### src/rtl/ext_bus_ctrl.sv
// Bridges a 32-bit load/store request port to a 16-bit external pad bus
// as one or two half-word beats with wait states and a release cycle.
module ext_bus_ctrl #(
    parameter int unsigned WAIT_CYCLES = 2,
    parameter int unsigned ADDR_W      = 23
) (
    input  logic              clk,
    input  logic              rst_n,
    input  logic              req_valid,
    output logic              req_ready,
    input  logic              req_we,
    input  logic [31:0]       req_addr,
    input  logic [31:0]       req_wdata,
    input  logic [3:0]        req_be,
    output logic              rsp_valid,
    output logic [31:0]       rsp_rdata,
    output logic [ADDR_W-1:0] bus_addr,
    output logic              bus_cs_n,
    output logic              bus_we_n,
    output logic [1:0]        bus_be_n,
    output logic [15:0]       bus_data_drv_b,
    output logic              dbus_o_en_b,
    output logic              dbus_i_en_b,
    input  logic [15:0]       bus_data_recv_b
);

    typedef enum logic [2:0] {ST_IDLE, ST_SETUP, ST_WAIT, ST_HOLD, ST_REL} state_t;

    localparam logic [3:0] WAIT_LAST = 4'((WAIT_CYCLES > 0) ? WAIT_CYCLES - 1 : 0);

    state_t      state, next_state;
    logic        we_q;
    logic [3:0]  be_q;
    logic [31:0] wdata_q;
    logic        beat;
    logic [3:0]  cnt;
    logic [15:0] rdata_lo;
    logic        accept;
    logic        more;
    logic        first_beat;
    logic        active;

    logic unused_addr_bits;
    assign unused_addr_bits = ^{req_addr[31:ADDR_W+1], req_addr[1:0]};

    // A write skips the low half when none of its low byte lanes are enabled.
    assign first_beat = req_we && (req_be[1:0] == 2'b00);

    always_ff @(posedge clk or negedge rst_n) begin
        if (!rst_n) state <= ST_IDLE;
        else        state <= next_state;
    end

    always_comb begin
        next_state = state;
        accept     = 1'b0;
        more       = (beat == 1'b0) && (!we_q || (be_q[3:2] != 2'b00));
        case (state)
            ST_IDLE: begin
                if (req_valid) begin
                    accept     = 1'b1;
                    next_state = (req_we && (req_be == 4'b0000)) ? ST_REL : ST_SETUP;
                end
            end
            ST_SETUP: next_state = (WAIT_CYCLES == 0) ? ST_HOLD : ST_WAIT;
            ST_WAIT:  if (cnt == WAIT_LAST) next_state = ST_HOLD;
            ST_HOLD:  next_state = more ? ST_SETUP : ST_REL;
            ST_REL:   next_state = ST_IDLE;
            default:  next_state = ST_IDLE;
        endcase
    end

    always_comb begin
        active      = (state == ST_SETUP) || (state == ST_WAIT) || (state == ST_HOLD);
        req_ready   = (state == ST_IDLE);
        rsp_valid   = (state == ST_REL);
        bus_cs_n    = 1'b1;
        bus_we_n    = 1'b1;
        bus_be_n    = 2'b11;
        dbus_o_en_b = 1'b0;
        dbus_i_en_b = 1'b0;
        if (active) begin
            bus_cs_n    = 1'b0;
            bus_we_n    = !we_q;
            bus_be_n    = we_q ? ~(beat ? be_q[3:2] : be_q[1:0]) : 2'b00;
            dbus_o_en_b = we_q;
            dbus_i_en_b = !we_q;
        end
    end

    always_ff @(posedge clk or negedge rst_n) begin
        if (!rst_n) begin
            we_q           <= 1'b0;
            be_q           <= '0;
            wdata_q        <= '0;
            beat           <= 1'b0;
            cnt            <= '0;
            rdata_lo       <= '0;
            rsp_rdata      <= '0;
            bus_addr       <= '0;
            bus_data_drv_b <= '0;
        end else begin
            if (accept) begin
                we_q     <= req_we;
                be_q     <= req_be;
                wdata_q  <= req_wdata;
                beat     <= first_beat;
                bus_addr <= {req_addr[ADDR_W:2], first_beat};
                if (req_we)
                    bus_data_drv_b <= first_beat ? req_wdata[31:16] : req_wdata[15:0];
            end
            if (state == ST_SETUP)     cnt <= '0;
            else if (state == ST_WAIT) cnt <= cnt + 4'd1;
            // Reads always finish on the high beat, so the response word is
            // assembled on the edge that leaves the last HOLD.
            if (state == ST_HOLD) begin
                if (!we_q && !beat) rdata_lo  <= bus_data_recv_b;
                if (!we_q && beat)  rsp_rdata <= {bus_data_recv_b, rdata_lo};
                if (more) begin
                    beat        <= 1'b1;
                    bus_addr[0] <= 1'b1;
                    if (we_q) bus_data_drv_b <= wdata_q[31:16];
                end
            end
        end
    end

endmodule

### config.mk
export PLATFORM = sky130hd
export DESIGN_NAME = ext_bus_ctrl
export DESIGN_NICKNAME = d
export VERILOG_FILES = /design/src/rtl/ext_bus_ctrl.sv
export SDC_FILE = /design/constraint.sdc
export NUM_CORES = 1
export LEC_CHECK = 0
export CORE_ASPECT_RATIO = 1.4
export CORE_UTILIZATION = 25
export CTS_CLUSTER_DIAMETER = 200
export DETAILED_ROUTE_END_ITERATION = 16
export GPL_ROUTABILITY_DRIVEN = 0
export PLACE_DENSITY = 0.46
export SLEW_MARGIN = 20
export SYNTH_ARGS = -nofsm -noshare
export SYNTH_HDL_FRONTEND = slang
export SYNTH_SLANG_ARGS = --single-unit
### constraint.sdc
create_clock -name clk -period 1.9 [get_ports clk]
set_input_delay 0.285 -clock clk [delete_from_list [all_inputs] [get_ports clk]]
set_output_delay 0.285 -clock clk [all_outputs]
set_load 0.01 [all_outputs]
### Yosys cells after proc, flatten, opt, wreduce, memory -nomap -nowiden

Index checks and enable logic that the tools add are counted.

* equality and inequality tests: 7
* bitwise operators: 2
* mux-type cells: 28
* reduce and logical (&&, ||, !) cells: 18
* $add $sub $neg: 1

Operators with widths (count)
* 16-bit 2-to-1 mux: 6
* 1-bit 2-to-1 mux: 12
* 3-bit 2-to-1 mux: 4
* 3-bit one-hot mux with 4 select lines: 1
* 4-bit 2-to-1 mux: 2
* 3-bit by 2-bit == test with 1-bit output (second input constant): 2
* 2-bit 2-to-1 mux: 3
* 2-bit AND reduction: 3
* 1-bit logical AND: 5
* 4-bit by 1-bit adder with 4-bit output (second input constant): 1
* 4-bit by 1-bit == test with 1-bit output (second input constant): 1
* 4-bit zero test: 1
* 2-bit inequality test (second input constant): 2
* 2-bit nonzero test: 2
* 3-bit by 1-bit == test with 1-bit output (second input constant): 1
* 3-bit == test (second input constant): 1
* 3-bit zero test: 1
* 1-bit logical OR: 3
* 1-bit zero test: 2
* 2-bit zero test: 1
* 2-bit inverter: 1
* 1-bit inverter: 1

* input port bits: 88
* output and inout port bits: 79
* bits in registers: 132
* logic and storage cells: 67

### Logic depth before layout (Yosys ltp)

Gate-level depths: netlist of the first run.

* depth after elaboration: 8
* mapped depth: 7
* depth with buffers taken out: 5

### Worst setup path before layout of the first run

Ideal clock, no wire load.

* path kind: reg-to-reg
* start: reg state[2]
* end: reg rdata_lo[10]
* arrival time: 1580 ps
* setup slack: 195 ps
* cell stages (with the launch flop): 5
* clock period less this slack: 1705 ps
* library setup time: 125 ps
* data required time: 1775 ps
* buffers on the path: 1
* cell sequence: dfrtp_1 > nand3b_2 > nor3_2 > buf_2 > mux2_2

* cells in the longest elaborated chain, start to end: 2

RTL lines
* start, declared: line 31 `state_t state, next_state;`
* start signal, assigned: line 51 `else state <= next_state;`
* 3-bit by 2-bit == test with 1-bit output: line 116 `if (state == ST_HOLD) begin`
* 2-bit AND reduction (no line)
* end signal, assigned: line 117 `if (!we_q && !beat) rdata_lo <= bus_data_recv_b;`
* end, declared: line 37 `logic [15:0] rdata_lo;`

No other way between the ends.
A chain may end at the register's enable or synchronous reset.

### Final worst setup path of the first run

* start: reg state[1]
* end: out rsp_valid

* cells in the longest elaborated chain, start to end: 1

RTL lines
* 3-bit == test: line 76 `rsp_valid = (state == ST_REL);`
* end, declared: line 15 `output logic rsp_valid,`

No other way between the ends.

==> impl_metrics.env, run 1 <==
export IMPL_result_of_the_run="finished, final reports clean"
export IMPL_finish_cell_count_without_fillers=805
export IMPL_rows=61
export IMPL_crit_slowest_cell="sky130_fd_sc_hd__dfrtp_1"
export IMPL_power_share_sequential_pct=34.5
export IMPL_crit_path_max_incr_delay_ns=0.41
export IMPL_netSwitchingPower_w=0.003924
export IMPL_diodes=0
export IMPL_io_pins=167
export IMPL_finalHoldViolations=0
export IMPL_synth_seq_cells=116
export IMPL_worstPathCellList="nor2_2 > buf_4 > and2_1 > dlygate4sd2_1"
export IMPL_ant_nets=0
export IMPL_synthXorXnorAreaFrac_pct=0.1742
export IMPL_post_drt_via_cell_ratio=4.335
export IMPL_path_buf_inv=2
export IMPL_maxClockFrequency_mhz=551.3
export IMPL_remaining_drc_errors=0
export IMPL_first_global_vias=3828
export IMPL_grt_use_total_pct=12.69
export IMPL_finalNetCount=630
export IMPL_layout_area_overhead_vs_synth_pct=52.96
export IMPL_detailedRoute_firstPassIterationCount=4
export IMPL_rr_endpoint="bus_addr[6]$_DFFE_PN0N_"
export IMPL_worst_pin_slew_ns=0.5127
export IMPL_worstReg2RegStart="state[2]$_DFFE_PN0P_"
export IMPL_power_frac_clock_pct=23.3
export IMPL_clockBufferDepth=2
export IMPL_power_per_cell_area_nw_per_um2=1676
export IMPL_grt_max_degree=34
export IMPL_mappedNetlistNets=447
export IMPL_critical_path_max_fanout=3
export IMPL_die_width_um=121.9
export IMPL_core_area_sq_um=19770
export IMPL_area_share_of_the_largest_cell_type_after_synthesis_pct=57.74
export IMPL_placed_cells=770
export IMPL_wl_met2_mm=6.462
export IMPL_rsz0062_at_grt="false"
export IMPL_finalSetupViolations=0
export IMPL_asyncSetResetFlopFracSynth_pct=100.0
export IMPL_synth_top_family_by_area="multiplexers"
export IMPL_mappedNetlistArea_sq_um=5027
export IMPL_placement_setup_worst_slack_ns=-0.01700
export IMPL_initial_utilization_pct=25.43
export IMPL_dr_total_vias=3490
export IMPL_chipHeight_um=169.8
export IMPL_cap_violations=0
export IMPL_cp_end_kind="output port"
export IMPL_detailed_place_area_sq_um=7094
export IMPL_detail_route_iter0_violations=96
export IMPL_synth_area_per_cell_sq_um=14.08
export IMPL_filler_cell_count=1923
export IMPL_clock_pin_slew_worst_setup_and_hold_paths_ns=0.06
export IMPL_cts_sink_count=116
export IMPL_timing_max_transition_violations_final=0
export IMPL_design_die_area_sq_um=20690
export IMPL_vdd_ir_drop_max_mv=0.5293
export IMPL_required_time_worst_endpoint_ns=1.62
export IMPL_highest_signal_layer="met4"
export IMPL_number_of_synthesized_flops_with_an_enable_pin=0
export IMPL_htree_levels=4
export IMPL_ys_dominant_reg_cell="sky130_fd_sc_hd__dfrtp_1"
export IMPL_antenna_found_initial=0
export IMPL_yosys_area_share_simple_pct=5.002
export IMPL_finalWirelength_mm=12.31
export IMPL_place_port_buffers=156
export IMPL_synth_largest_area_cell="sky130_fd_sc_hd__dfrtp_1"
export IMPL_cts_buffers_inserted=17
export IMPL_final_cell_area_sq_um=7690
export IMPL_timing_critical_path_max_delay_family="flip-flops"
export IMPL_tcrit_tclk_final_pct=95.47
export IMPL_power_switching_share_pct=30.44
export IMPL_final_layout_size_suffix_gt1_share_pct=31.83
export IMPL_setup_worst_path_start_class="flop"
export IMPL_critPathArrivalTime_ns=1.53
export IMPL_synth_distinct_cells=34
export IMPL_cts_root_buf="sky130_fd_sc_hd__clkbuf_16"
export IMPL_final_min_clock_period_ns=1.814
export IMPL_worstHoldPathType="in2async"
export IMPL_clock_skew_final_ns=0.009653
export IMPL_reg2regPathDepth=5
export IMPL_yosys_warnings=0
export IMPL_power_leakage_nw=3.272
export IMPL_layout_setup_ws_ns=0.08610
export IMPL_setup_worst_path_class="reg2out"
export IMPL_final_hold_worst_slack_ns=0.3936
export IMPL_critPathLaunch="state[1]$_DFFE_PN0P_"
export IMPL_clock_insertion_delay_worst_skew_ns=0.41
export IMPL_cellInternalPower_w=0.008966
export IMPL_synth_compound_gate_area_share_pct=3.808
export IMPL_global_route_overflow_total=0
export IMPL_power_frac_comb_pct=42.2
export IMPL_share_of_synthesized_area_spent_on_multiplexers_pct=29.79
export IMPL_grt_pass1_wl_mm=19.88
export IMPL_setup_worst_path_end="rsp_valid"
export IMPL_detailed_place_hpwl_mm=8.881
export IMPL_max_slew_margin_vs_limit_pct=65.82
export IMPL_worstSetupPathDepth=4
export IMPL_yosys_area_share_adder_pct=0.4978
export IMPL_ys_seq_area_share_pct=57.74
export IMPL_r2r_slack_ns=0.13
export IMPL_post_synth_main_area_contributors="sky130_fd_sc_hd__dfrtp_1 58%, sky130_fd_sc_hd__mux2_2 17%, sky130_fd_sc_hd__mux2_4 9.0%, sky130_fd_sc_hd__mux2i_1 3.6%, sky130_fd_sc_hd__nand2_1 1.7%"
export IMPL_met3WireLength_um=584
export IMPL_tritoncts_clock_tree="done"
export IMPL_netlist_instances=357
export IMPL_wl_met1_mm=5.074
export IMPL_post_drt_wl_per_cell_um=15.29
[worst min path at each step]
stage	to	slack, ns	cells past startpoint
3_3_place_gp	rdata_lo[12]$_DFFE_PN0P_	0.28	1
2_1_floorplan	be_q[0]$_DFFE_PN0N_	-0.01	0
4_1_cts	rdata_lo[12]$_DFFE_PN0P_	0.40	2
5_1_grt	rdata_lo[12]$_DFFE_PN0P_	0.44	2
6_report	rdata_lo[12]$_DFFE_PN0P_	0.39	2
3_5_place_dp	rdata_lo[12]$_DFFE_PN0P_	0.29	1
[routing by layer]
metal	global-route usage, %	vias up
met3	3.965	16
li1	-	1626
met5	0	-
met2	22.18	94
met1	14.15	1754
met4	4.938	0
[layout by cell type (no fill, tap or decap), types with 4 or more instances in the layout]
cell type / n
sky130_fd_sc_hd__clkdlybuf4s50_1: 147
sky130_fd_sc_hd__dfrtp_1: 114
sky130_fd_sc_hd__mux2_2: 75
sky130_fd_sc_hd__mux2_4: 30
sky130_fd_sc_hd__nand2_1: 22
sky130_fd_sc_hd__buf_4: 21
sky130_fd_sc_hd__mux2i_1: 18
sky130_fd_sc_hd__clkbuf_16: 17
sky130_fd_sc_hd__o21ai_0: 14
sky130_fd_sc_hd__o21ai_1: 10
sky130_fd_sc_hd__buf_12: 8
sky130_fd_sc_hd__a21oi_1: 7
sky130_fd_sc_hd__inv_1: 6
sky130_fd_sc_hd__dlygate4sd2_1: 6
sky130_fd_sc_hd__nor2_1: 5
sky130_fd_sc_hd__nor3_1: 4
sky130_fd_sc_hd__clkinvlp_4: 4
sky130_fd_sc_hd__clkinv_2: 4
[power by group through the flow]
stage / Combinational [W] / Sequential (W) / Clock (W)
6_report: 0.00543 / 0.00445 / 0.00301
5_1_grt: 0.00591 / 0.00462 / 0.00321
4_1_cts: 0.00554 / 0.00447 / 0.00312
3_5_place_dp: 0.00553 / 0.00449 / 0
3_3_place_gp: 0.00547 / 0.00445 / 0
2_1_floorplan: 0.00247 / 0.00468 / 0
[sequential cells by signal, indices dropped and copies added (netlist names)]
signal / flops
state: 3
rsp_rdata: 32
rdata_lo: 16
wdata_q: 16
we_q: 1
cnt: 4
bus_addr: 23
be_q: 4
beat: 1
bus_data_drv_b: 16
[Yosys cell counts (2+ instances only)]
cell	n
sky130_fd_sc_hd__nor4b_2	2
sky130_fd_sc_hd__ha_1	2
sky130_fd_sc_hd__mux2_4	30
sky130_fd_sc_hd__mux2_1	2
sky130_fd_sc_hd__dfrtp_1	116
sky130_fd_sc_hd__a21oi_1	7
sky130_fd_sc_hd__mux2_2	75
sky130_fd_sc_hd__buf_2	12
sky130_fd_sc_hd__and2_1	2
sky130_fd_sc_hd__buf_6	4
sky130_fd_sc_hd__nand2_1	23
sky130_fd_sc_hd__clkbuf_1	5
sky130_fd_sc_hd__mux2i_1	18
sky130_fd_sc_hd__o21ai_1	10
sky130_fd_sc_hd__nor2_1	8
sky130_fd_sc_hd__nand3_1	2
sky130_fd_sc_hd__nor3_1	4
sky130_fd_sc_hd__o21ai_0	14
sky130_fd_sc_hd__inv_1	6
[timing repair]
item,4_1_cts,5_1_grt
setup buffers,2,0
pin swaps,0,0
endpoints found under the hold margin,28,0
hold buffers,1,0
gates resized for setup,14,2
endpoints found under the setup margin,8,2
[layout make-up]
class	count	area [sq um]	area share, %
Clock buffer	20	456.7	5.939
Inverter	7	26.28	0.3417
Tap cell	252	315.3	4.100
Timing Repair Buffer	185	1872	24.34
Multi-Input combinational cell	213	2008	26.11
Sequential cell	116	2905	37.78
Clock inverter	12	106.4	1.383
[cells by family (layout without fill, tap and decap cells)]
group / after synthesis / in the layout
mux: 125 / 125
buf+inv: 28 / 224
xor+xnor: 1 / 1
flops: 116 / 116
simple gates: 49 / 49
fa+ha+maj: 2 / 2
compound gates: 36 / 36
[stage by stage]
step,setup TNS (ns),total power [W],utilization [%]
6_report,0,0.01289,38.90
5_1_grt,0,0.01374,38.90
4_1_cts,0,0.01313,38.89
3_5_place_dp,-0.2278,0.01002,35.89
3_3_place_gp,0,0.009922,35.89
2_1_floorplan,0,0.007147,-
No activity file was read; power rests on OpenSTA's default activity.
==> run 2, diff against run 1 <==
Settings changed: CORE_MARGIN set to 3, HOLD_SLACK_MARGIN set to 0.06.
==> run 2 against run 1 <==
Effect of this change:
- register-to-register slack hardly changed
- sequential power hardly changed
- combinational power is essentially flat
- total power rose by 2.6%
- clock power up 12%
- final cell count fell by 0.75%
- sequential cell count is the same
- via count down 1.1%
- first-iteration DRC count down 53%
- die area rose by 5.7%
- global-route usage down 1.3 points
- critical path type unchanged
- highest routed layer unchanged
==> impl_metrics.env, run 2 (synthesis gave the netlist of run 1 again) <==
export IMPL_critical_path_max_fanout=4
export IMPL_io_pins=167
export IMPL_dr_total_vias=3450
export IMPL_netSwitchingPower_w=0.003893
export IMPL_timing_max_transition_violations_final=0
export IMPL_worstHoldPathType="in2async"
export IMPL_power_frac_comb_pct=41.0
export IMPL_largest_register_ff_count=32
export IMPL_grt_use_total_pct=11.37
export IMPL_total_power_w=0.01322
export IMPL_critPathArrivalTime_ns=1.50
export IMPL_remaining_drc_errors=0
export IMPL_initial_utilization_pct=25.76
export IMPL_power_per_cell_area_nw_per_um2=1713
export IMPL_required_time_worst_endpoint_ns=1.62
export IMPL_worst_pin_slew_ns=0.3464
export IMPL_cts_sink_count=116
export IMPL_cp_end_kind="output port"
export IMPL_first_global_vias=3908
export IMPL_grt_max_degree=60
export IMPL_max_flop_register="rsp_rdata"
export IMPL_finalWirelength_mm=12.09
export IMPL_rsz0062_at_grt="false"
export IMPL_max_slew_margin_vs_limit_pct=76.91
export IMPL_diodes=0
export IMPL_finalNetCount=628
export IMPL_chipHeight_um=173.8
export IMPL_setup_worst_path_start_class="flop"
export IMPL_finalCoreUtilization_pct=39.55
export IMPL_die_width_um=125.9
export IMPL_power_switching_share_pct=29.44
export IMPL_final_layout_size_suffix_gt1_share_pct=31.22
export IMPL_highest_count_cells_in_the_layout_ignoring_fill_and_taps="147 x sky130_fd_sc_hd__clkdlybuf4s50_1, 115 x sky130_fd_sc_hd__dfrtp_1, 75 x sky130_fd_sc_hd__mux2_2"
export IMPL_power_frac_clock_pct=25.5
export IMPL_top_regs="rsp_rdata: 32 flops, bus_addr: 23 flops"
export IMPL_cap_violations=0
export IMPL_core_area_sq_um=19520
export IMPL_global_route_overflow_total=0
export IMPL_power_share_sequential_pct=33.5
export IMPL_clock_skew_final_ns=0.009949
export IMPL_ant_nets=0
export IMPL_clockBufferDepth=2
export IMPL_cts_root_buf="sky130_fd_sc_hd__clkbuf_16"
export IMPL_mostFrequentLayoutCell="sky130_fd_sc_hd__clkdlybuf4s50_1"
export IMPL_clock_insertion_delay_worst_skew_ns=0.41
export IMPL_result_of_the_run="finished, final reports clean"
export IMPL_clock_pin_slew_worst_setup_and_hold_paths_ns=0.06
export IMPL_setup_worst_path_class="reg2out"
export IMPL_finalSetupViolations=0
export IMPL_design_die_area_sq_um=21870
export IMPL_place_port_buffers=156
export IMPL_antenna_found_initial=0
export IMPL_htree_levels=4
export IMPL_rows=60
export IMPL_placed_cells=763
export IMPL_grt_pass1_wl_mm=19.98
export IMPL_detailedRoute_firstPassIterationCount=3
export IMPL_tritoncts_clock_tree="done"
export IMPL_final_min_clock_period_ns=1.782
export IMPL_placement_setup_worst_slack_ns=-0.02163
export IMPL_layout_setup_ws_ns=0.1183
export IMPL_tcrit_tclk_final_pct=93.77
export IMPL_layout_area_overhead_vs_synth_pct=53.56
export IMPL_final_hold_worst_slack_ns=0.2360
export IMPL_finalHoldViolations=0
export IMPL_cellInternalPower_w=0.009330
export IMPL_vdd_ir_drop_max_mv=0.5499
export IMPL_detail_route_iter0_violations=45
export IMPL_maxClockFrequency_mhz=561.3
export IMPL_post_drt_via_cell_ratio=4.318
export IMPL_post_drt_wl_per_cell_um=15.13
export IMPL_power_leakage_nw=3.297
export IMPL_finish_cell_count_without_fillers=799
export IMPL_cts_buffers_inserted=17
export IMPL_detailed_place_hpwl_mm=8.764
[run 2: cell count changes in the layout (fill, tap and decap cells not counted), sizes merged]
cell / previous run / this run
clkinvlp: 4 / 1
clkbuf: 20 / 21
buf: 29 / 27
inv: 7 / 8
dlygate4sd2: 6 / 4
clkinv: 7 / 6
bufinv: 1 / 4
clkdlybuf4s15: 2 / 3
[run 2: power groups by stage]
stage	combinational (W)	clock [W]	sequential (W)
2_1_floorplan	0.00247	0	0.00468
3_3_place_gp	0.00545	0	0.00445
3_5_place_dp	0.00551	0	0.00449
4_1_cts	0.00549	0.00349	0.00447
5_1_grt	0.00586	0.00360	0.00463
6_report	0.00542	0.00337	0.00443
[run 2: critical path, stage by stage (launching register included)]
cell	delay (ns)
sky130_fd_sc_hd__dfrtp_1	0.40
sky130_fd_sc_hd__nor2_2	0.15
sky130_fd_sc_hd__nor2_2	0.06
sky130_fd_sc_hd__buf_4	0.15
sky130_fd_sc_hd__nand2_2	0.09
sky130_fd_sc_hd__clkdlybuf4s15_1	0.25
[run 2: worst paths after layout]
path,startpoint,endpoint,slack [ns],cells past startpoint
max,state[1]$_DFFE_PN0P_,bus_we_n,0.12,5
min,rst_n,bus_data_drv_b[10]$_DFF_PN0_,0.24,2
max reg2reg,state[2]$_DFFE_PN0P_,rsp_rdata[1]$_DFFE_PN0P_,0.12,4
min reg2reg,wdata_q[20]$_DFFE_PN0N_,bus_data_drv_b[4]$_DFF_PN0_,0.48,2
max in group asynchronous,rst_n,rdata_lo[10]$_DFFE_PN0P_,1.12,3
min in group clk,wdata_q[20]$_DFFE_PN0N_,bus_data_drv_b[4]$_DFF_PN0_,0.48,2
[run 2: timing repair]
item	CTS	global route
hold buffers	1	0
hold endpoints to repair	116	0
resized for setup	12	5
cloned	0	0
pin swaps	2	2
endpoints found under the setup margin	8	3
buffers inserted	1	2
[run 2: metal layers]
layer / vias up / global-route usage [%] / wire (um)
li1: 1622 / - / -
met1: 1706 / 12.49 / 4893
met2: 104 / 19.93 / 6179
met3: 18 / 3.792 / 781
met4: 0 / 4.919 / 231
met5: - / 0 / 0
[run 2: layout make-up]
type,instances,area (sq um)
Inverter,7,26.28
Clock inverter,12,177.7
Timing Repair Buffer,183,1854
Clock buffer,20,446.7
Multi-Input combinational cell,213,2001
Fill cell,1901,11800
Tap cell,248,310.3
Sequential cell,116,2904
[run 2: through the flow]
step                      TNS [ns]  area, sq um
after global routing             0         7720
after floorplan                  0         5027
after detailed placement   -0.1603         7064
after global placement           0         7064
final                            0         7720
after CTS                        0         7705
